$ cat src/rtl/regfile_pkg.sv
// rtl/regfile_pkg.sv - shared state encoding and default sizing for the scoreboarded register file
package regfile_pkg;

  localparam int DEFAULT_N  = 4;
  localparam int DEFAULT_W  = 16;
  localparam int DEFAULT_NR = 2;

  typedef enum logic {
    IDLE  = 1'b0,
    CLEAR = 1'b1
  } state_e;

endpackage

$ cat src/rtl/regfile_scoreboard_busy.sv
// rtl/regfile_scoreboard_busy.sv - per-register busy bits, busy population count, reserve/writeback arbitration
module regfile_scoreboard_busy
  import regfile_pkg::*;
#(
  parameter int N = DEFAULT_N
) (
  input  logic               clk,
  input  logic               rst,
  input  logic               clear,
  input  logic               wb_en,
  input  logic [N-1:0]       wb_addr,
  input  logic               res_en,
  input  logic [N-1:0]       res_addr,
  output logic [(1<<N)-1:0]  busy,
  output logic [N:0]         busy_count
);

  localparam int DEPTH = 1 << N;

  logic [DEPTH-1:0] busy_q, busy_d;
  logic [N:0]       busy_count_q, busy_count_d;

  // Writeback releases, reserve sets afterwards so a same-cycle reserve wins; r0 is never busy
  always_comb begin
    busy_d       = busy_q;
    busy_count_d = '0;
    if (clear) begin
      busy_d = '0;
    end else begin
      if (wb_en)  busy_d[wb_addr]  = 1'b0;
      if (res_en) busy_d[res_addr] = 1'b1;
    end
    busy_d[0] = 1'b0;
    for (int i = 0; i < DEPTH; i++) begin
      busy_count_d = busy_count_d + (N+1)'(busy_d[i]);
    end
  end

  // Busy bits and their count advance on the same edge
  always_ff @(posedge clk or posedge rst) begin
    if (rst) begin
      busy_q       <= '0;
      busy_count_q <= '0;
    end else begin
      busy_q       <= busy_d;
      busy_count_q <= busy_count_d;
    end
  end

  assign busy       = busy_q;
  assign busy_count = busy_count_q;

endmodule

$ cat src/rtl/regfile_scoreboard.sv
// rtl/regfile_scoreboard.sv - multi-port register file with reservation scoreboard and walking clear; REGFILE_BYPASS_EN adds write-to-read bypass
module regfile_scoreboard
  import regfile_pkg::*;
#(
  parameter int N  = DEFAULT_N,
  parameter int W  = DEFAULT_W,
  parameter int NR = DEFAULT_NR
) (
  input  logic            clk,
  input  logic            rst,
  input  logic            we,
  input  logic [N-1:0]    addr_rd,
  input  logic [W-1:0]    data_in,
  input  logic [NR*N-1:0] addr_rs,
  output logic [NR*W-1:0] rs,
  output logic [NR-1:0]   rs_busy,
  input  logic            res_valid,
  input  logic [N-1:0]    res_addr,
  output logic            res_ready,
  input  logic            clear_req,
  output logic            clear_busy,
  output logic [N:0]      busy_count
);

  localparam int DEPTH = 1 << N;
  localparam logic [N-1:0] LAST_ADDR = {N{1'b1}};
  localparam logic [N-1:0] FIRST_ADDR = N'(1);

  state_e         state_q, state_d;
  logic [N-1:0]   cnt_q, cnt_d;
  logic [W-1:0]   mem_q [DEPTH];
  logic           idle;
  logic           wb_en;
  logic           res_en;
  logic [DEPTH-1:0] busy;
  logic           mem_we;
  logic [N-1:0]   mem_waddr;
  logic [W-1:0]   mem_wdata;
  logic [N-1:0]   rd_addr [NR];

  assign idle       = (state_q == IDLE);
  assign wb_en      = idle && we && (addr_rd != '0);
  assign res_ready  = idle && !busy[res_addr];
  assign res_en     = res_valid && res_ready && (res_addr != '0);
  assign clear_busy = !idle;

  regfile_scoreboard_busy #(.N(N)) u_busy (
    .clk        (clk),
    .rst        (rst),
    .clear      (clear_req),
    .wb_en      (wb_en),
    .wb_addr    (addr_rd),
    .res_en     (res_en),
    .res_addr   (res_addr),
    .busy       (busy),
    .busy_count (busy_count)
  );

  // Next state: clear_req (re)starts the walk at r1; the walk ends after r(DEPTH-1)
  always_comb begin
    state_d = state_q;
    cnt_d   = cnt_q;
    case (state_q)
      IDLE: begin
        if (clear_req) begin
          state_d = CLEAR;
          cnt_d   = FIRST_ADDR;
        end
      end
      CLEAR: begin
        if (clear_req) begin
          cnt_d = FIRST_ADDR;
        end else if (cnt_q == LAST_ADDR) begin
          state_d = IDLE;
        end else begin
          cnt_d = cnt_q + N'(1);
        end
      end
      default: begin
        state_d = CLEAR;
        cnt_d   = FIRST_ADDR;
      end
    endcase
  end

  // Control state; reset lands in CLEAR so storage gets zeroed by the walk
  always_ff @(posedge clk or posedge rst) begin
    if (rst) begin
      state_q <= CLEAR;
      cnt_q   <= FIRST_ADDR;
    end else begin
      state_q <= state_d;
      cnt_q   <= cnt_d;
    end
  end

  // Single storage write port: the clear walker owns it outside IDLE
  always_comb begin
    mem_we    = idle ? wb_en   : 1'b1;
    mem_waddr = idle ? addr_rd : cnt_q;
    mem_wdata = idle ? data_in : '0;
  end

  // Storage array, deliberately without reset
  always_ff @(posedge clk) begin
    if (mem_we) mem_q[mem_waddr] <= mem_wdata;
  end

  // Independent combinational read ports; r0 hardwired to zero, everything masked during CLEAR
  always_comb begin
    rs      = '0;
    rs_busy = '0;
    for (int i = 0; i < NR; i++) begin
      rd_addr[i] = addr_rs[i*N +: N];
      if (rd_addr[i] != '0) begin
        rs[i*W +: W] = mem_q[rd_addr[i]];
        rs_busy[i]   = busy[rd_addr[i]];
`ifdef REGFILE_BYPASS_EN
        if (wb_en && (rd_addr[i] == addr_rd)) begin
          rs[i*W +: W] = data_in;
          rs_busy[i]   = 1'b0;
        end
`endif
      end
      if (!idle) begin
        rs[i*W +: W] = '0;
        rs_busy[i]   = 1'b0;
      end
    end
  end

endmodule

$ cat config.mk
export PLATFORM = sky130hd
export DESIGN_NAME = regfile_scoreboard
export DESIGN_NICKNAME = d
export VERILOG_FILES = /design/src/rtl/regfile_pkg.sv /design/src/rtl/regfile_scoreboard_busy.sv /design/src/rtl/regfile_scoreboard.sv
export SDC_FILE = /design/constraint.sdc
export NUM_CORES = 1
export LEC_CHECK = 0
export CAP_MARGIN = 20
export CORE_UTILIZATION = 45
export DETAILED_ROUTE_END_ITERATION = 7
export PLACE_DENSITY = 0.71
export SLEW_MARGIN = 40
export SYNTH_ARGS = -nofsm -noshare
export SYNTH_HDL_FRONTEND = slang
export SYNTH_SLANG_ARGS = --single-unit
export TNS_END_PERCENT = 5
$ cat constraint.sdc
create_clock -name clk -period 6.4 [get_ports clk]
set_input_delay 1.6 -clock clk [delete_from_list [all_inputs] [get_ports clk]]
set_output_delay 1.6 -clock clk [all_outputs]
set_load 0.005 [all_outputs]
==> run_results.csv <==
group,metric,value,unit
layout,final_cell_area,0.0155,mm^2
setup_path,worst_setup_path_start_kind,"primary input",
global_routing,use_met1,0.339,
setup_path,crit_arrival,6.47,ns
synthesis,async_reset_ff_frac,0.0943,
route,drtPass1Iterations,5,
clocking,numCtsBuffers,27,
global_routing,grt_pass1_vias,8563,
clocking,ctsHoldBuffers,0,
power,p_seq_frac,0.517,
sta,fmax,167,MHz
global_routing,grtUsageTotal,0.241,
synthesis,synth_seq_area_share,0.595,
layout,most-common-layout-cells,"edfxtp_1 (240), mux4_2 (103), clkdlybuf4s50_1 (73), a22oi_1 (66), buf_4 (56)",
sta,setup_violations,0,
clocking,clock_path_buffers,3,
setup_path,r2r_end,"u_busy.busy_count[4]",
clocking,clock_sinks,265,
setup_path,critPathMaxFanout,4,
die,die_w,173,um
layout,fin_nets,958,
place,place_congestion,0.910,
synthesis,ys.flop_type,"edfxtp_1",
setup_path,reg2reg_depth,18,
clocking,postCtsSetupBuffers,0,
sta,skew,0.0201,ns
synthesis,synth-seq-cells,265,
layout,antennaDiodeCount,0,
synthesis,synth_nets,855,
layout,mostFrequentLayoutCell,"edfxtp_1",
power,p_leak,5.34,nW
setup_path,r2r_start,"u_busy.busy[2]",
sta,slew_viol_final,0,
layout,seq_area,0.00784,mm^2
synthesis,synth-edff-count,240,
route,drc,0,
power,irDropWorstVdd,206,uV
power,power.total,3.76,mW
route,vias,8403,
synthesis,syn_avg_cell_area,16.4,um^2
clocking,cts.clk_slew.worst_paths,0.06,ns
layout,syn2layout_area_growth,17.9,%
route,drtIter0Drc,900,
clocking,cts_tree,"done",
outcome,status,"completed",
global_routing,grt_pass1_wl,53900,um
min_path,hp-class,"flop to flop",
sta,hold_violations,0,
place,io_buffers,77,
global_routing,antenna_found_initial,0,
sta,rsz0062_at_grt,"no",
route,avgViaCountPerCell,6.42,
global_routing,busiest_layer,"met2",
global_routing,grt_overflow,0,
sta,fin_crit_sh,0.936,
clocking,cts_root_buf,"clkbuf_16",
layout,drive_gt1_frac,0.303,
clocking,h-tree-depth,1,
die,ios,78,
place,placed_cell_area,0.0147,mm^2
flow_run,cap_viol_max_count,0,
power,p_int,2.92,mW
clocking,clk_latency,0.55,ns
route,avgRoutedWirePerCell,27.4,um
setup_path,r2r_slack,1.67,ns
power,switching_power,837,uW
die,die_area,0.0300,mm^2
power,p_clk_frac,0.400,
sta,period_minus_slack,5.99,ns
global_routing,globalRouteMet3Util,0.0361,
power,power.density,242,mW/mm^2
global_routing,met2_usage,0.387,
route,routed_wl,35900,um
route,ant_nets,0,
die,core,0.0288,mm^2
setup_path,path_class,"primary input to flop",
sta,slew_headroom,0.415,
layout,fillers,2259,
setup_path,endpoint,"u_busy.busy_count[4]",
die,dieHeight,173,um
synthesis,yosys_warnings,0,
die,rows,62,
clocking,cts_resized,0,
setup_path,crit_required,6.88,ns
sta,tightest_slew,0.875,ns
sta,timing.hold.ws,0.628,ns
synthesis,synth_area,0.0132,mm^2
layout,multi_input_area,0.00506,mm^2
die,start_util,0.458,
synthesis,syn_inst,802,
power,switching_share,0.223,
setup_path,crit_path_start,"res_addr[0]",
setup_path,end_kind,"flop",
place,dp_hpwl,21500,um
power,combPwrFrac,0.083,
global_routing,grt_max_degree,69,
synthesis,synthDistinctLibCells,60,
==> Yosys cell counts (all sizes together) (3+ instances only) <==
cell type	instances	area share
a22o	31	0.021
o41a	3	0.0026
nand3	15	0.0057
a221oi	4	0.0027
nor2b	26	0.012
mux2	34	0.029
a22oi	66	0.038
inv	23	0.0066
ha	7	0.0066
edfxtp	240	0.55
mux2i	3	0.0023
nor3b	6	0.0046
a32oi	4	0.0027
a21oi	4	0.0015
fa	9	0.014
nand2b	4	0.0025
clkbuf	20	0.0065
a31oi	3	0.0014
nand2	55	0.016
o21a	3	0.0017
mux4	103	0.18
nor3	6	0.0023
nor2	25	0.0071
buf	39	0.016
o41ai	8	0.0053
dfrtp	23	0.044
o21ai	6	0.0023
==> state kept, by name (all words and copies together), names as in the netlist <==
| name | flops |
|---|---|
| cnt_q | 4 |
| u_busy.busy_count | 5 |
| clear_busy | 1 |
| u_busy.busy | 15 |
| mem_q | 240 |
==> critical path, stage by stage <==
cell,delay [ns]
clkdlybuf4s50_1,0.56
mux2_2,0.36
a221oi_1,0.32
nand2_1,0.15
o21ai_0,0.26
ha_1,0.28
inv_1,0.06
fa_1,0.41
inv_1,0.08
fa_1,0.42
fa_1,0.49
inv_1,0.05
fa_1,0.42
inv_1,0.06
ha_1,0.17
inv_1,0.07
fa_1,0.45
nor2b_1,0.14
o21a_1,0.12
==> cell type report <==
type / instances / share of cell area
clock inverter: 16 / 0.00894
multi-input combinational: 454 / 0.326
inverter: 24 / 0.00580
clock buffer: 32 / 0.0447
timing repair buffer: 133 / 0.0793
tap: 384 / 0.0309
sequential: 265 / 0.504
==> per-layer routing <==
metal	routed length (um)	vias up
met5	0	-
met4	1270	0
met3	3520	90
met2	17000	508
met1	14100	4294
li1	-	3511
==> logic make-up (layout without fill, tap and decap cells) <==
group	after synthesis	after routing	synth area share
AOI/OAI and AO/OA	146	146	0.0884
xor gates and xnor gates	3	3	0.00199
adders and majority gates	16	16	0.0203
buffers and inverters	83	205	0.0294
DFF	265	265	0.595
muxes	140	140	0.207
and+or+nand+nor	149	149	0.0579
==> metrics by stage <==
step | utilization | cells | worst slack (ns) | setup TNS [ns]
after floorplan | - | 802 | 0.496 | 0
after global placement | 0.509 | 1260 | -0.0666 | -0.101
after detailed placement | 0.510 | 1260 | -0.143 | -0.258
after CTS | 0.539 | 1308 | 0.392 | 0
after global routing | 0.540 | 1308 | 0.0746 | 0
final | 0.540 | 1308 | 0.408 | 0
==> power by group through the flow <==
stage | Combinational (mW) | Sequential [mW] | Clock (mW)
global route | 0.330 | 1.95 | 1.58
detailed placement | 0.309 | 1.98 | 0
floorplan | 0.205 | 1.97 | 0
global placement | 0.306 | 1.97 | 0
CTS | 0.311 | 1.94 | 1.52
finish | 0.311 | 1.94 | 1.50
==> how the worst min path moves through the flow <==
stage / slack [ns] / depth (start not counted) / startpoint / end
after global placement: 0.60 / 2 / cnt_q[0] / cnt_q[0]
after detailed placement: 0.61 / 2 / u_busy.busy[6] / u_busy.busy[6]
after global routing: 0.65 / 2 / cnt_q[0] / cnt_q[0]
after CTS: 0.63 / 2 / cnt_q[0] / cnt_q[0]
after floorplan: 0.52 / 2 / u_busy.busy[6] / u_busy.busy[6]
final: 0.63 / 2 / cnt_q[0] / cnt_q[0]
(Power assumes the default switching activity.)
